## src/rtl/mem_access_master_if.sv

```systemverilog
// Request and data-memory bus bundle between the core control path, mem_access_master and the data memory.
interface mem_access_master_if;
  localparam int unsigned DATA_W = 8;
  localparam int unsigned ADDR_W = 8;

  logic              start;
  logic              is_store;
  logic [ADDR_W-1:0] addr;
  logic [DATA_W-1:0] wdata;
  logic              busy;
  logic              done;
  logic              err;
  logic [DATA_W-1:0] rdata;
  logic              mem_rm;
  logic              mem_wm;
  logic [ADDR_W-1:0] mem_addr;
  logic [DATA_W-1:0] mem_wdata;
  logic [DATA_W-1:0] mem_rdata;

  modport master (
    input  start, is_store, addr, wdata, mem_rdata,
    output busy, done, err, rdata, mem_rm, mem_wm, mem_addr, mem_wdata
  );

  modport slave (
    output start, is_store, addr, wdata, mem_rdata,
    input  busy, done, err, rdata, mem_rm, mem_wm, mem_addr, mem_wdata
  );
endinterface

```

## src/rtl/mem_access_master.sv

```systemverilog
// Data-memory initiator: sequences SETUP/ACCESS/HOLD strobes around one load or store at a time.
// Optional MEM_ACCESS_BOUNDS_CHECK_EN rejects requests with addr >= MEM_DEPTH (done+err, no strobe).
module mem_access_master #(
  parameter int unsigned ACCESS_CYCLES = 1,
  parameter int unsigned MEM_DEPTH     = 8
) (
  input  logic                clk,
  input  logic                rst_n,
  mem_access_master_if.master bus
);
  localparam int unsigned DATA_W = 8;
  localparam int unsigned ADDR_W = 8;
  localparam int unsigned CNT_W  = (ACCESS_CYCLES > 1) ? $clog2(ACCESS_CYCLES) : 1;
  localparam logic [CNT_W-1:0] CNT_LAST = CNT_W'(ACCESS_CYCLES - 1);

  if (ACCESS_CYCLES < 1 || MEM_DEPTH < 1) begin : g_bad_cfg
    $error("mem_access_master: ACCESS_CYCLES and MEM_DEPTH must be >= 1");
  end

  typedef enum logic [1:0] {IDLE, SETUP, ACCESS, HOLD} state_t;

  state_t            state_q, state_d;
  logic [CNT_W-1:0]  cnt_q, cnt_d;
  logic              op_q, op_d;
  logic              busy_q, busy_d;
  logic              done_q, done_d;
  logic              err_q, err_d;
  logic [DATA_W-1:0] rdata_q, rdata_d;
  logic              rm_q, rm_d;
  logic              wm_q, wm_d;
  logic [ADDR_W-1:0] maddr_q, maddr_d;
  logic [DATA_W-1:0] mwdata_q, mwdata_d;

  // State and registered outputs.
  always_ff @(posedge clk) begin
    if (!rst_n) begin
      state_q  <= IDLE;
      cnt_q    <= '0;
      op_q     <= 1'b0;
      busy_q   <= 1'b0;
      done_q   <= 1'b0;
      err_q    <= 1'b0;
      rdata_q  <= '0;
      rm_q     <= 1'b0;
      wm_q     <= 1'b0;
      maddr_q  <= '0;
      mwdata_q <= '0;
    end else begin
      state_q  <= state_d;
      cnt_q    <= cnt_d;
      op_q     <= op_d;
      busy_q   <= busy_d;
      done_q   <= done_d;
      err_q    <= err_d;
      rdata_q  <= rdata_d;
      rm_q     <= rm_d;
      wm_q     <= wm_d;
      maddr_q  <= maddr_d;
      mwdata_q <= mwdata_d;
    end
  end

  // Next state; strobes are set one edge ahead so they are high exactly during ACCESS.
  always_comb begin
    state_d  = state_q;
    cnt_d    = cnt_q;
    op_d     = op_q;
    busy_d   = busy_q;
    done_d   = 1'b0;
    err_d    = 1'b0;
    rdata_d  = rdata_q;
    rm_d     = 1'b0;
    wm_d     = 1'b0;
    maddr_d  = maddr_q;
    mwdata_d = mwdata_q;
    case (state_q)
      IDLE: begin
        busy_d = 1'b0;
        if (bus.start) begin
`ifdef MEM_ACCESS_BOUNDS_CHECK_EN
          if (32'(bus.addr) >= MEM_DEPTH) begin
            done_d = 1'b1;
            err_d  = 1'b1;
          end else begin
            op_d     = bus.is_store;
            maddr_d  = bus.addr;
            mwdata_d = bus.wdata;
            busy_d   = 1'b1;
            state_d  = SETUP;
          end
`else
          op_d     = bus.is_store;
          maddr_d  = bus.addr;
          mwdata_d = bus.wdata;
          busy_d   = 1'b1;
          state_d  = SETUP;
`endif
        end
      end
      SETUP: begin
        rm_d    = !op_q;
        wm_d    = op_q;
        cnt_d   = '0;
        state_d = ACCESS;
      end
      ACCESS: begin
        if (cnt_q == CNT_LAST) begin
          state_d = HOLD;
          if (!op_q) rdata_d = bus.mem_rdata;
        end else begin
          cnt_d = cnt_q + CNT_W'(1);
          rm_d  = !op_q;
          wm_d  = op_q;
        end
      end
      HOLD: begin
        done_d  = 1'b1;
        busy_d  = 1'b0;
        state_d = IDLE;
      end
      default: state_d = IDLE;
    endcase
  end

  assign bus.busy      = busy_q;
  assign bus.done      = done_q;
  assign bus.err       = err_q;
  assign bus.rdata     = rdata_q;
  assign bus.mem_rm    = rm_q;
  assign bus.mem_wm    = wm_q;
  assign bus.mem_addr  = maddr_q;
  assign bus.mem_wdata = mwdata_q;
endmodule
```

## src/flat_wrapper.sv

```systemverilog
// flat-port wrapper written by rule: the top's interface ports become plain ports
module mem_access_master_flat 
#(
  parameter int unsigned ACCESS_CYCLES = 1,
  parameter int unsigned MEM_DEPTH     = 8
)
  (clk, rst_n, bus_start, bus_is_store, bus_addr, bus_wdata, bus_mem_rdata, bus_busy, bus_done, bus_err, bus_rdata, bus_mem_rm, bus_mem_wm, bus_mem_addr, bus_mem_wdata);
  mem_access_master_if bus_i ();
  input  logic clk;
  input  logic rst_n;
  input wire logic [$bits(bus_i.start)-1:0] bus_start;
  input wire logic [$bits(bus_i.is_store)-1:0] bus_is_store;
  input wire logic [$bits(bus_i.addr)-1:0] bus_addr;
  input wire logic [$bits(bus_i.wdata)-1:0] bus_wdata;
  input wire logic [$bits(bus_i.mem_rdata)-1:0] bus_mem_rdata;
  output wire logic [$bits(bus_i.busy)-1:0] bus_busy;
  output wire logic [$bits(bus_i.done)-1:0] bus_done;
  output wire logic [$bits(bus_i.err)-1:0] bus_err;
  output wire logic [$bits(bus_i.rdata)-1:0] bus_rdata;
  output wire logic [$bits(bus_i.mem_rm)-1:0] bus_mem_rm;
  output wire logic [$bits(bus_i.mem_wm)-1:0] bus_mem_wm;
  output wire logic [$bits(bus_i.mem_addr)-1:0] bus_mem_addr;
  output wire logic [$bits(bus_i.mem_wdata)-1:0] bus_mem_wdata;
  assign bus_i.start = bus_start;
  assign bus_i.is_store = bus_is_store;
  assign bus_i.addr = bus_addr;
  assign bus_i.wdata = bus_wdata;
  assign bus_i.mem_rdata = bus_mem_rdata;
  assign bus_busy = bus_i.busy;
  assign bus_done = bus_i.done;
  assign bus_err = bus_i.err;
  assign bus_rdata = bus_i.rdata;
  assign bus_mem_rm = bus_i.mem_rm;
  assign bus_mem_wm = bus_i.mem_wm;
  assign bus_mem_addr = bus_i.mem_addr;
  assign bus_mem_wdata = bus_i.mem_wdata;
  mem_access_master #(.ACCESS_CYCLES(ACCESS_CYCLES), .MEM_DEPTH(MEM_DEPTH)) u_core (.clk(clk), .rst_n(rst_n), .bus(bus_i));
endmodule
```

## config.mk

```make
export PLATFORM = sky130hd
export DESIGN_NAME = mem_access_master_flat
export DESIGN_NICKNAME = d
export VERILOG_FILES = /design/src/rtl/mem_access_master_if.sv /design/src/rtl/mem_access_master.sv /design/src/flat_wrapper.sv
export SDC_FILE = /design/constraint.sdc
export NUM_CORES = 1
export LEC_CHECK = 0
export ABC_AREA = 1
export BUFFER_PORTS_ARGS = -buffer_cell sky130_fd_sc_hd__buf_2
export CELL_PAD_IN_SITES_DETAIL_PLACEMENT = 0
export CELL_PAD_IN_SITES_GLOBAL_PLACEMENT = 2
export CORE_MARGIN = 4
export CORE_UTILIZATION = 24
export CTS_CLUSTER_DIAMETER = 200
export DETAILED_ROUTE_END_ITERATION = 10
export GPL_ROUTABILITY_DRIVEN = 0
export PLACE_DENSITY_LB_ADDON = 0.08
export REMOVE_ABC_BUFFERS = 1
export SETUP_SLACK_MARGIN = 0.5
export SYNTH_ARGS = -nofsm -noshare
export SYNTH_HDL_FRONTEND = slang
export SYNTH_SLANG_ARGS = --single-unit
export TNS_END_PERCENT = 20
```

## constraint.sdc

```tcl
create_clock -name clk -period 1.85 [get_ports clk]
set_clock_uncertainty 0.2 [all_clocks]
set_input_delay 0.2775 -clock clk [delete_from_list [all_inputs] [get_ports clk]]
set_output_delay 0.2775 -clock clk [all_outputs]
set_load 0.1 [all_outputs]
```

# After elaboration in Yosys (flattened, before gate mapping)
# Index checks and enable logic that the tools add are counted.
[word_totals]
ff_bits = 32
in_bits = 28
output_inout_bits = 29
word_cells = 37
[op_classes]
n_addsub = 1
n_eq_ne = 5
n_mux = 12
bitwise = 2
reduce_logical = 7
[ops]
columns = ["cell", "count"]
rows = [
  ["$pmux 1 s2", 4],
  ["$pmux 2 s4", 1],
  ["$mux 1", 5],
  ["$eq 2x2->1 const B", 2],
  ["$mux 2", 2],
  ["$ne 2x2->1 const B", 2],
  ["$reduce_and 2->1", 2],
  ["$reduce_bool 2->1", 2],
  ["$reduce_and 3->1", 1],
  ["$eq 2x1->1 const B", 1],
  ["$logic_not 2->1", 1],
  ["$not 1->1", 2],
  ["$add 1x1->1 const B", 1],
  ["$logic_not 1->1", 1],
]

# Longest topological paths before layout
# Gate-level depths: netlist of the first run.
[logic_depth]
word_depth = 3
mapped_depth = 7
ltp_nobuf = 6

# Worst setup path before layout of the first run
# No wires, ideal clock.
[synth_path]
path_kind = "register to register"
from = "register, netlist name u_core.bus.busy"
to = "register u_core.busy_q, in the netlist u_core.bus.busy"
setup_ns = 0.065
arrival_ns = 1.234
required_ns = 1.585
slack_ns = 0.351
stages_incl_launch_ff = 3
path_buffers = 0
synth_period_minus_slack_ns = 1.499
cell_sequence = "dfxtp_1 -> o21ai_0 -> nor2_1"
[synth_rtl]
columns = ["element", "line", "source"]
rows = [
  ["to (signal assigned)", "mem_access_master.sv:52", "busy_q <= busy_d;"],
  ["to (decl)", "mem_access_master.sv:25", "logic busy_q, busy_d;"],
]

# Final worst setup path of the first run
[layout_path]
from = "register u_core.maddr_q[0], in the netlist u_core.bus.mem_addr[0]"
to = "output port bus_mem_addr[0]"
[layout_rtl]
columns = ["element", "line", "source"]
rows = [
  ["from (decl)", "mem_access_master.sv:31", "logic [ADDR_W-1:0] maddr_q, maddr_d;"],
  ["from (signal assigned)", "mem_access_master.sv:58", "maddr_q <= maddr_d;"],
  ["to (decl)", "flat_wrapper.sv:22", "output wire logic [$bits(bus_i.mem_addr)-1:0] bus_mem_addr;"],
]
# No word-level cell between the ends.

==> metrics, run 1 <==
outcome finished clean; vias in the first global route 1173; via/cell ratio just over 4; Hold Buf Count CTS 0; Die H ~80 um; DR WL/cell 11.5 um; CTS tree done; Worst Path Arrival slightly below 900 ps; IO Port Bufs 55; Cell Rows 26; DIE WIDTH approximately 80 um; DRT Pass-1 Iters 2; worst path required time 1370 ps; main area contributors after synthesis dfxtp_1 (50%), nor2_1 (11%), a21oi_1 (7.2%); worst-path cell chain buf_4; Setup TNS 0 ps; Layout Cells excl Fill 288; Worst path max stage delay 330 ps; worst hold-check path type input pin to flop; area delta synth->final 52.6%; Placed Instances 281; period utilization 73.8%; Worst Path Buf+Inv 1; Reg clk slew, reported paths about 60 ps; #FFs+latches synth 31; Sink Count 31; Hold Fails Final Rpt 0; dpl hpwl 2380 um; FMAX approximately 730 MHz; CTS Buffer Depth 2; Synth area leader dfxtp_1; sequential-to-total area share from yosys stat 49.6%; post-layout util about 38%; clock latency at the later pin of the worst-skew pair 270 ps; total wire length 3330 um; antenna cell count 0; H-tree levels 2; top_reg_cell synth dfxtp_1; via count 1195; ratio of cells with drive above 1 in the final layout between 30% and 40%; Slew @ Worst Pin 549 ps; total global-route track usage 11.1%; CTS Buf Count 5; Worst setup EP type primary output; headroom to the max-slew limit between 60% and 70%; Cell Area, Synth between 1000 and 1500 um2; Post-synth EDFFs 0; Gate Count Post-Synth 163; initial DRC count 15; Largest delay share family, worst path flip-flops; kind of start point of the critical path flop; drt drc 0; RSZ-0062 raised after global routing yes; Slew Viols, Final 0; post-synth top area share 49.6%; Critical-path top delay cell dfxtp_1; top post-synthesis cells by count nor2_1 (38), dfxtp_1 (31), a21oi_1 (18), inv_1 (14), nand2_1 (11); largest net degree at the start of global routing 31; first-pass GRT wire length 5440 um; initial antenna violation count 0; YS warnings 0; clk root buf clkbuf_8; most frequent cell after synthesis nor2_1; io pins 57; Starting Density 24.7%; library cells used by synthesis 19; GRT overflow 0; Detail Route Antenna Nets 0; die area 6430 um2; ys async rst share 0%; total core area 5070 um2; mean post-synth cell area 7.68 um2; CP Class flop to primary output; Final Cell Area roughly 1900 um2; final setup violating endpoints 0; fin nets 251; Tmin final 1370 ps; CP Max Fanout 2; maxcap violations 0; placed inst area 1570 um2
-- flip-flops by register name, indices dropped and copies added (netlist names) --
name	count
u_core.bus.mem_wdata	8
u_core.bus.done	1
u_core.op_q	1
u_core.bus.mem_wm	1
u_core.bus.busy	1
u_core.bus.rdata	8
u_core.state_q	2
u_core.bus.mem_rm	1
u_core.bus.mem_addr	8
-- cells in the final DEF, fill, tap and decap left out, types with 2 or more instances in the layout --
cell type,synthesis,layout
nand3_1,9,9
buf_12,0,4
buf_6,1,19
inv_2,3,5
inv_1,14,12
o21ai_0,9,5
nor2_1,38,38
a21oi_2,0,3
dfxtp_1,31,25
ha_1,4,2
nand2_1,11,11
buf_4,4,8
ha_4,0,2
nor3_1,2,2
buf_2,4,27
a21oi_1,18,15
dfxtp_2,0,5
clkbuf_8,0,5
o21ai_2,0,2
o21ai_1,10,12
-- area by class of cell --
| class | count | area, um2 |
|---|---|---|
| Clock buffer | 6 | 72.6 |
| Fill cell | 588 | 3170 |
| Inverter | 17 | 63.8 |
| Multi-Input combinational cell | 105 | 551 |
| Sequential cell | 31 | 631 |
| Tap cell | 70 | 87.6 |
| Timing Repair Buffer | 59 | 504 |
-- per-layer routing --
metal / vias to the layer above / share of wire (%) / track usage, %
met1: 529 / 40 / 11.5
met2: 40 / 49 / 19.0
li1: 621 / - / -
met4: 0 / 1.8 / 5.07
met3: 5 / 8.6 / 5.27
met5: - / 0 / 0
-- stage by stage --
step	setup WS, ps	hold slack [ps]
after floorplan	165	171
after detailed placement	269	264
after CTS	458	23.9
final	484	33.0
after global routing	450	33.1
after global placement	346	256
-- cell families after synthesis --
logic type               share of synthesized area [%]
AO/OA/AOI/OAI                                     14.8
other                                            0.300
buffers and inverters                             10.3
flip-flops                                        49.6
adder cells (fa/ha/maj)                           4.00
AND/OR/NAND/NOR                                   21.0
-- worst paths after layout --
kind              slack, ps                     end                   start  cells after the start
setup / recovery        480         bus_mem_addr[0]  u_core.bus.mem_addr[0]                      1
hold / removal           30  u_core.bus.mem_addr[3]             bus_addr[3]                      3
setup reg to reg        530  u_core.bus.mem_addr[2]       u_core.state_q[0]                      5
hold reg to reg         280  u_core.bus.mem_addr[0]  u_core.bus.mem_addr[0]                      2
-- what timing repair did --
item	CTS	global route
gates resized for setup	49	35
endpoints found under the setup margin	56	55
setup buffers	1	0
pin swaps	2	0
Power of run 1 is left out: the tool's default activity adds up to more than one toggle a clock period on the data nets, which glitch-free logic cannot reach.
==> run 2: changes to the inputs <==
--- a/config.mk
+++ b/config.mk
@@ -5,12 +5,12 @@
 export SDC_FILE = /design/constraint.sdc
 export NUM_CORES = 1
 export LEC_CHECK = 0
-export ABC_AREA = 1
+export ABC_AREA = 0
 export BUFFER_PORTS_ARGS = -buffer_cell sky130_fd_sc_hd__buf_2
 export CELL_PAD_IN_SITES_DETAIL_PLACEMENT = 0
 export CELL_PAD_IN_SITES_GLOBAL_PLACEMENT = 2
 export CORE_MARGIN = 4
-export CORE_UTILIZATION = 24
+export CORE_UTILIZATION = 27
 export CTS_CLUSTER_DIAMETER = 200
 export DETAILED_ROUTE_END_ITERATION = 10
 export GPL_ROUTABILITY_DRIVEN = 0
==> constraint.sdc (replaced) <==
create_clock -name clk -period 1.4 [get_ports clk]
set_clock_uncertainty 0.2 [all_clocks]
set_input_delay 0.21 -clock clk [delete_from_list [all_inputs] [get_ports clk]]
set_output_delay 0.21 -clock clk [all_outputs]
set_load 0.1 [all_outputs]
==> metrics, run 2 <==
#FFs+latches synth 31 (unchanged); ys async rst share 0% (unchanged); kind of start point of the critical path flop; initial DRC count 24 (+9); CTS tree done; Cell Rows 25 (-3.8%); Post-synth EDFFs 0 (unchanged); Min-Delay Path Depth 3 (unchanged); DIE WIDTH 79.3 um (-1.1%); initial antenna violation count 0 (unchanged); worst path required time 1430 ps (+60 ps); Reg clk slew, reported paths 60 ps (about the same); total core area 4820 um2 (-5.1%); DR WL/cell 13.6 um (+18%); worst-case reg-to-reg path depth 4 (-1); filler instances 477 (-19%); Hold Fails Final Rpt 22 (+22); Leak 0.925 nW; Worst Path Arrival 1350 ps (+460 ps); outcome finished, violations left; io pins 57 (unchanged); mean post-synth cell area 9.60 um2 (+25%); H-tree levels 2 (unchanged); most frequent cell after synthesis nand2_1; commonest non-fill, non-tap cell in the layout nand2_1; Cell Area, Synth 1370 um2 (+9.7%); violated checks negative hold slack; DRT Pass-1 Iters 4 (+2); clk root buf clkbuf_8; via/cell ratio 4.41 (+6.3%); period utilization 94.8%; Tmin final 1330 ps; largest net degree at the start of global routing 22 (-29%); RSZ-0062 raised after global routing yes; total wire length 3720 um (+12%); hold_ws -29.9 ps (-62.9 ps); Setup TNS 0 ps (unchanged); dpl hpwl 2600 um (+9.2%); Gate Count Post-Synth 143 (-12%); via count 1209 (+1.2%); vias in the first global route 1199 (+2.2%); final setup violating endpoints 0 (unchanged); die area 6290 um2 (-2.2%); most frequent cells in the layout nand2_1 (35), buf_12 (28), dfxtp_1 (28); worst hold-check path type input pin to flop; CP Class flop to flop; fin nets 238 (-5.2%); main area contributors after synthesis dfxtp_1 (45%), nand2_1 (9.6%), nand4_1 (7.7%); library cells used by synthesis 24 (+5); Detail Route Antenna Nets 0 (unchanged); Worst setup EP type flop; sequential-to-total area share from yosys stat 45.2% (-4.4 points); ratio of cells with drive above 1 in the final layout 47.8% (+8.8 points); top_reg_cell synth dfxtp_1; area delta synth->final 66.8%; antenna cell count 0 (unchanged); first-pass GRT wire length 5820 um (+7.1%); CP Max Fanout 3 (+1); maxcap violations 0 (unchanged); worst-path cell chain inv_4, ha_4, nor4bb_4, a31o_2; CTS Buffer Depth 2 (unchanged); Starting Density 28.5% (+3.8 points); CTS Buf Count 5 (unchanged); GRT overflow 0 (unchanged); Peak VDD IR 0.862 mV; Seq. cell area 627 um2 (-0.60%); Multi-input gate area 662 um2 (+20%); post-synth top area share 45.2% (-4.4 points); Power Dens Cells between 2000 and 2500 nW/um2; Slew Viols, Final 0 (unchanged); top post-synthesis cells by count nand2_1 (35), dfxtp_1 (31), nand4_1 (17), o21ai_2 (10), mux2i_1 (9); YS warnings 0 (unchanged); IO Port Bufs 55 (unchanged); total global-route track usage 12.1% (+0.94 points); Sink Count 31 (unchanged); Worst path max stage delay 380 ps (+50 ps); clock latency at the later pin of the worst-skew pair 280 ps (about the same); Synth area leader dfxtp_1; drt drc 0 (unchanged); Die H 79.3 um (-1.1%); FMAX between 700 and 800 MHz; Critical-path top delay cell dfxtp_4
-- run 2: path summary, 6_finish.rpt --
path	from	end	slack [ps]
min	bus_mem_rdata[3]	u_core.bus.rdata[3]	-30
min reg2reg	u_core.bus.mem_wdata[3]	u_core.bus.mem_wdata[3]	280
max	u_core.state_q[1]	u_core.bus.busy	70
max reg2reg	u_core.state_q[1]	u_core.bus.busy	70
-- run 2: layout make-up --
type / count / area share, %
Clock inverter: 1 / 0.219
Timing Repair Buffer: 68 / 35.8
Sequential cell: 31 / 27.4
Multi-Input combinational cell: 97 / 28.9
Inverter: 3 / 0.710
Clock buffer: 7 / 3.33
Tap cell: 67 / 3.66
-- run 2: where the power goes --
group	switching, mW	internal (mW)	total, mW
logic	1.99	1.36	3.35
registers	0.224	1.11	1.33
clock network	0.316	0.348	0.664
-- run 2: per-stage QoR --
step	utilization, %	cells	setup slack (ps)	instance area, um2	power (mW)
6_report	47.5	274	73.4	2290	5.34
5_1_grt	47.5	274	12.2	2290	5.58
4_1_cts	46.8	273	78.4	2260	5.29
3_5_place_dp	42.7	260	-57.4	2060	4.19
3_3_place_gp	42.7	260	31.5	2060	4.14
2_1_floorplan	-	129	-220	1210	3.00
-- run 2: critical path: cells and delay by family (launching register included) --
kind	cells	cell delay, ps
buf+inv	1	40
compound gates	1	130
simple gates	1	270
fa+ha+maj	1	240
flops	1	380
-- run 2: metal layers --
| metal | share of wire [%] | wire [um] | global-route usage [%] |
|---|---|---|---|
| met2 | 49 | 1830 | 19.3 |
| met5 | 0 | 0 | 0 |
| met1 | 40 | 1470 | 13.7 |
| met4 | 1.9 | 72 | 4.98 |
| met3 | 9.4 | 350 | 6.01 |
-- run 2: cells by family after synthesis --
kind of cell,count (synthesis),share of synthesized area (%)
and+or+nand+nor,61,21.2
DFF,31,45.2
AOI/OAI and AO/OA,20,10.3
buffers and inverters,17,12.8
muxes,9,6.56
adders and majority gates,4,3.65
other,1,0.273
-- run 2: repair_timing --
action,CTS,global route
buffers inserted,2,1
cloned,3,0
pin swaps,12,0
gates resized for setup,28,6
hold endpoints to repair,23,13
endpoints found under the setup margin,59,59
(Power assumes the default switching activity.)
==> run 3: changes to the inputs <==
--- a/config.mk
+++ b/config.mk
@@ -14,6 +14,7 @@
 export CTS_CLUSTER_DIAMETER = 200
 export DETAILED_ROUTE_END_ITERATION = 10
 export GPL_ROUTABILITY_DRIVEN = 0
+export MAX_ROUTING_LAYER = met4
 export PLACE_DENSITY_LB_ADDON = 0.08
 export REMOVE_ABC_BUFFERS = 1
 export SETUP_SLACK_MARGIN = 0.5
==> metrics, run 3 (synthesis gave the netlist of run 2 again) <==
Setup TNS 0 ps (unchanged); initial DRC count 22 (-8.3%); kind of start point of the critical path flop; CP Max Fanout 3 (unchanged); Placed Instances 260 (unchanged); Starting Density 28.5% (unchanged); area delta synth->final 66.8% (unchanged); clock latency at the later pin of the worst-skew pair 280 ps (about the same); fin nets 238 (unchanged); final setup violating endpoints 0 (unchanged); worst hold-check path type input pin to flop; Cell Rows 25 (unchanged); DR WL/cell 13.6 um (+0.21%); clk root buf clkbuf_8; commonest non-fill, non-tap cell in the layout nand2_1; via count 1219 (+0.83%); placed inst area 2060 um2 (unchanged); period utilization 94.7% (about the same); Slew Viols, Final 0 (unchanged); DRT Pass-1 Iters 4 (unchanged); die area 6290 um2 (unchanged); initial antenna violation count 0 (unchanged); via/cell ratio 4.45 (+0.83%); largest net degree at the start of global routing 22 (unchanged); Reg clk slew, reported paths 60 ps (about the same); CTS Buffer Depth 2 (unchanged); vias in the first global route 1197 (-0.17%); dpl hpwl 2600 um (unchanged); FMAX 754 MHz (about the same); CTS Buf Count 5 (unchanged); Power Dens Cells 2330 nW/um2 (-0.14%); filler instances 477 (unchanged); Worst Path Arrival 1350 ps (about the same); first-pass GRT wire length 5840 um (+0.24%); post-layout util 47.5% (unchanged); Layout Cells excl Fill 274 (unchanged); Sink Count 31 (unchanged); dpl ws -57.4 ps (unchanged); hold_ws -30.0 ps (-0.0896 ps); worst path required time 1430 ps (about the same); H-tree levels 2 (unchanged); ratio of cells with drive above 1 in the final layout 47.8% (unchanged); Leak 0.925 nW (unchanged); most frequent cells in the layout nand2_1 (35), buf_12 (28), dfxtp_1 (28); CP Class flop to flop; total core area 4820 um2 (unchanged); total global-route track usage 12.5% (+0.42 points); antenna cell count 0 (unchanged); Final Cell Area 2290 um2 (unchanged); total wire length 3730 um (+0.21%); setup slack after layout 74.1 ps (+0.676 ps); DIE WIDTH 79.3 um (unchanged); Hold Fails Final Rpt 22 (unchanged); Tmin final 1330 ps (-0.676 ps); IO Port Bufs 55 (unchanged); RSZ-0062 raised after global routing yes; Die H 79.3 um (unchanged); CTS tree done; Peak VDD IR 0.862 mV (about the same); Worst setup EP type flop; outcome finished, violations left; Detail Route Antenna Nets 0 (unchanged); io pins 57 (unchanged); drt drc 0 (unchanged); maxcap violations 0 (unchanged); GRT overflow 0 (unchanged); violated checks negative hold slack
run 3: cell counts in the layout (fill, tap and decap cells not counted):
No cell type changed its count.
run 3: layout make-up:
type	instances	area (um2)	area share (%)
multi-input cells	97	662	28.9
inverters	3	16.3	0.710
well taps	67	83.8	3.66
clock buffers	7	76.3	3.33
flip-flops and latches	31	627	27.4
repair buffers	68	820	35.8
clock inverters	1	5.00	0.219
run 3: path summary, 6_finish.rpt:
| check | startpoint | to | slack, ps | depth (start not counted) |
|---|---|---|---|---|
| worst max-delay path | u_core.state_q[1] | u_core.bus.busy | 70 | 4 |
| worst min-delay path | bus_mem_rdata[3] | u_core.bus.rdata[3] | -30 | 3 |
| worst max register to register | u_core.state_q[1] | u_core.bus.busy | 70 | 4 |
| worst min register to register | u_core.bus.mem_wdata[3] | u_core.bus.mem_wdata[3] | 280 | 2 |
run 3: power by group:
part | internal (mW) | switching (mW)
clock network | 0.348 | 0.315
logic | 1.36 | 1.98
registers | 1.11 | 0.223
run 3: worst max-delay path: stages, from the launching register on:
cell and delay (ps):
dfxtp_4 380, inv_4 40, ha_4 240, nor4bb_4 270, a31o_2 140
run 3: metal layers:
layer | global-route usage (%) | share of wire [%] | vias up | routed length [um]
li1 | - | - | 610 | -
met1 | 13.9 | 40 | 554 | 1490
met2 | 19.3 | 49 | 48 | 1820
met3 | 6.01 | 9.3 | 7 | 347
met4 | 4.98 | 2.0 | 0 | 73
met5 | - | 0 | - | 0
run 3: stage by stage:
step	hold slack [ps]	power, mW
finish	-30.0	5.33
global route	-36.2	5.58
CTS	-39.9	5.29
floorplan	132	3.00
detailed placement	256	4.19
global placement	244	4.14
run 3: repair_timing:
item	4_1_cts	5_1_grt
pin swaps	12	0
cloned	3	0
hold endpoints to repair	23	16
gates resized for setup	28	6
endpoints found under the setup margin	59	59
buffers inserted	2	1
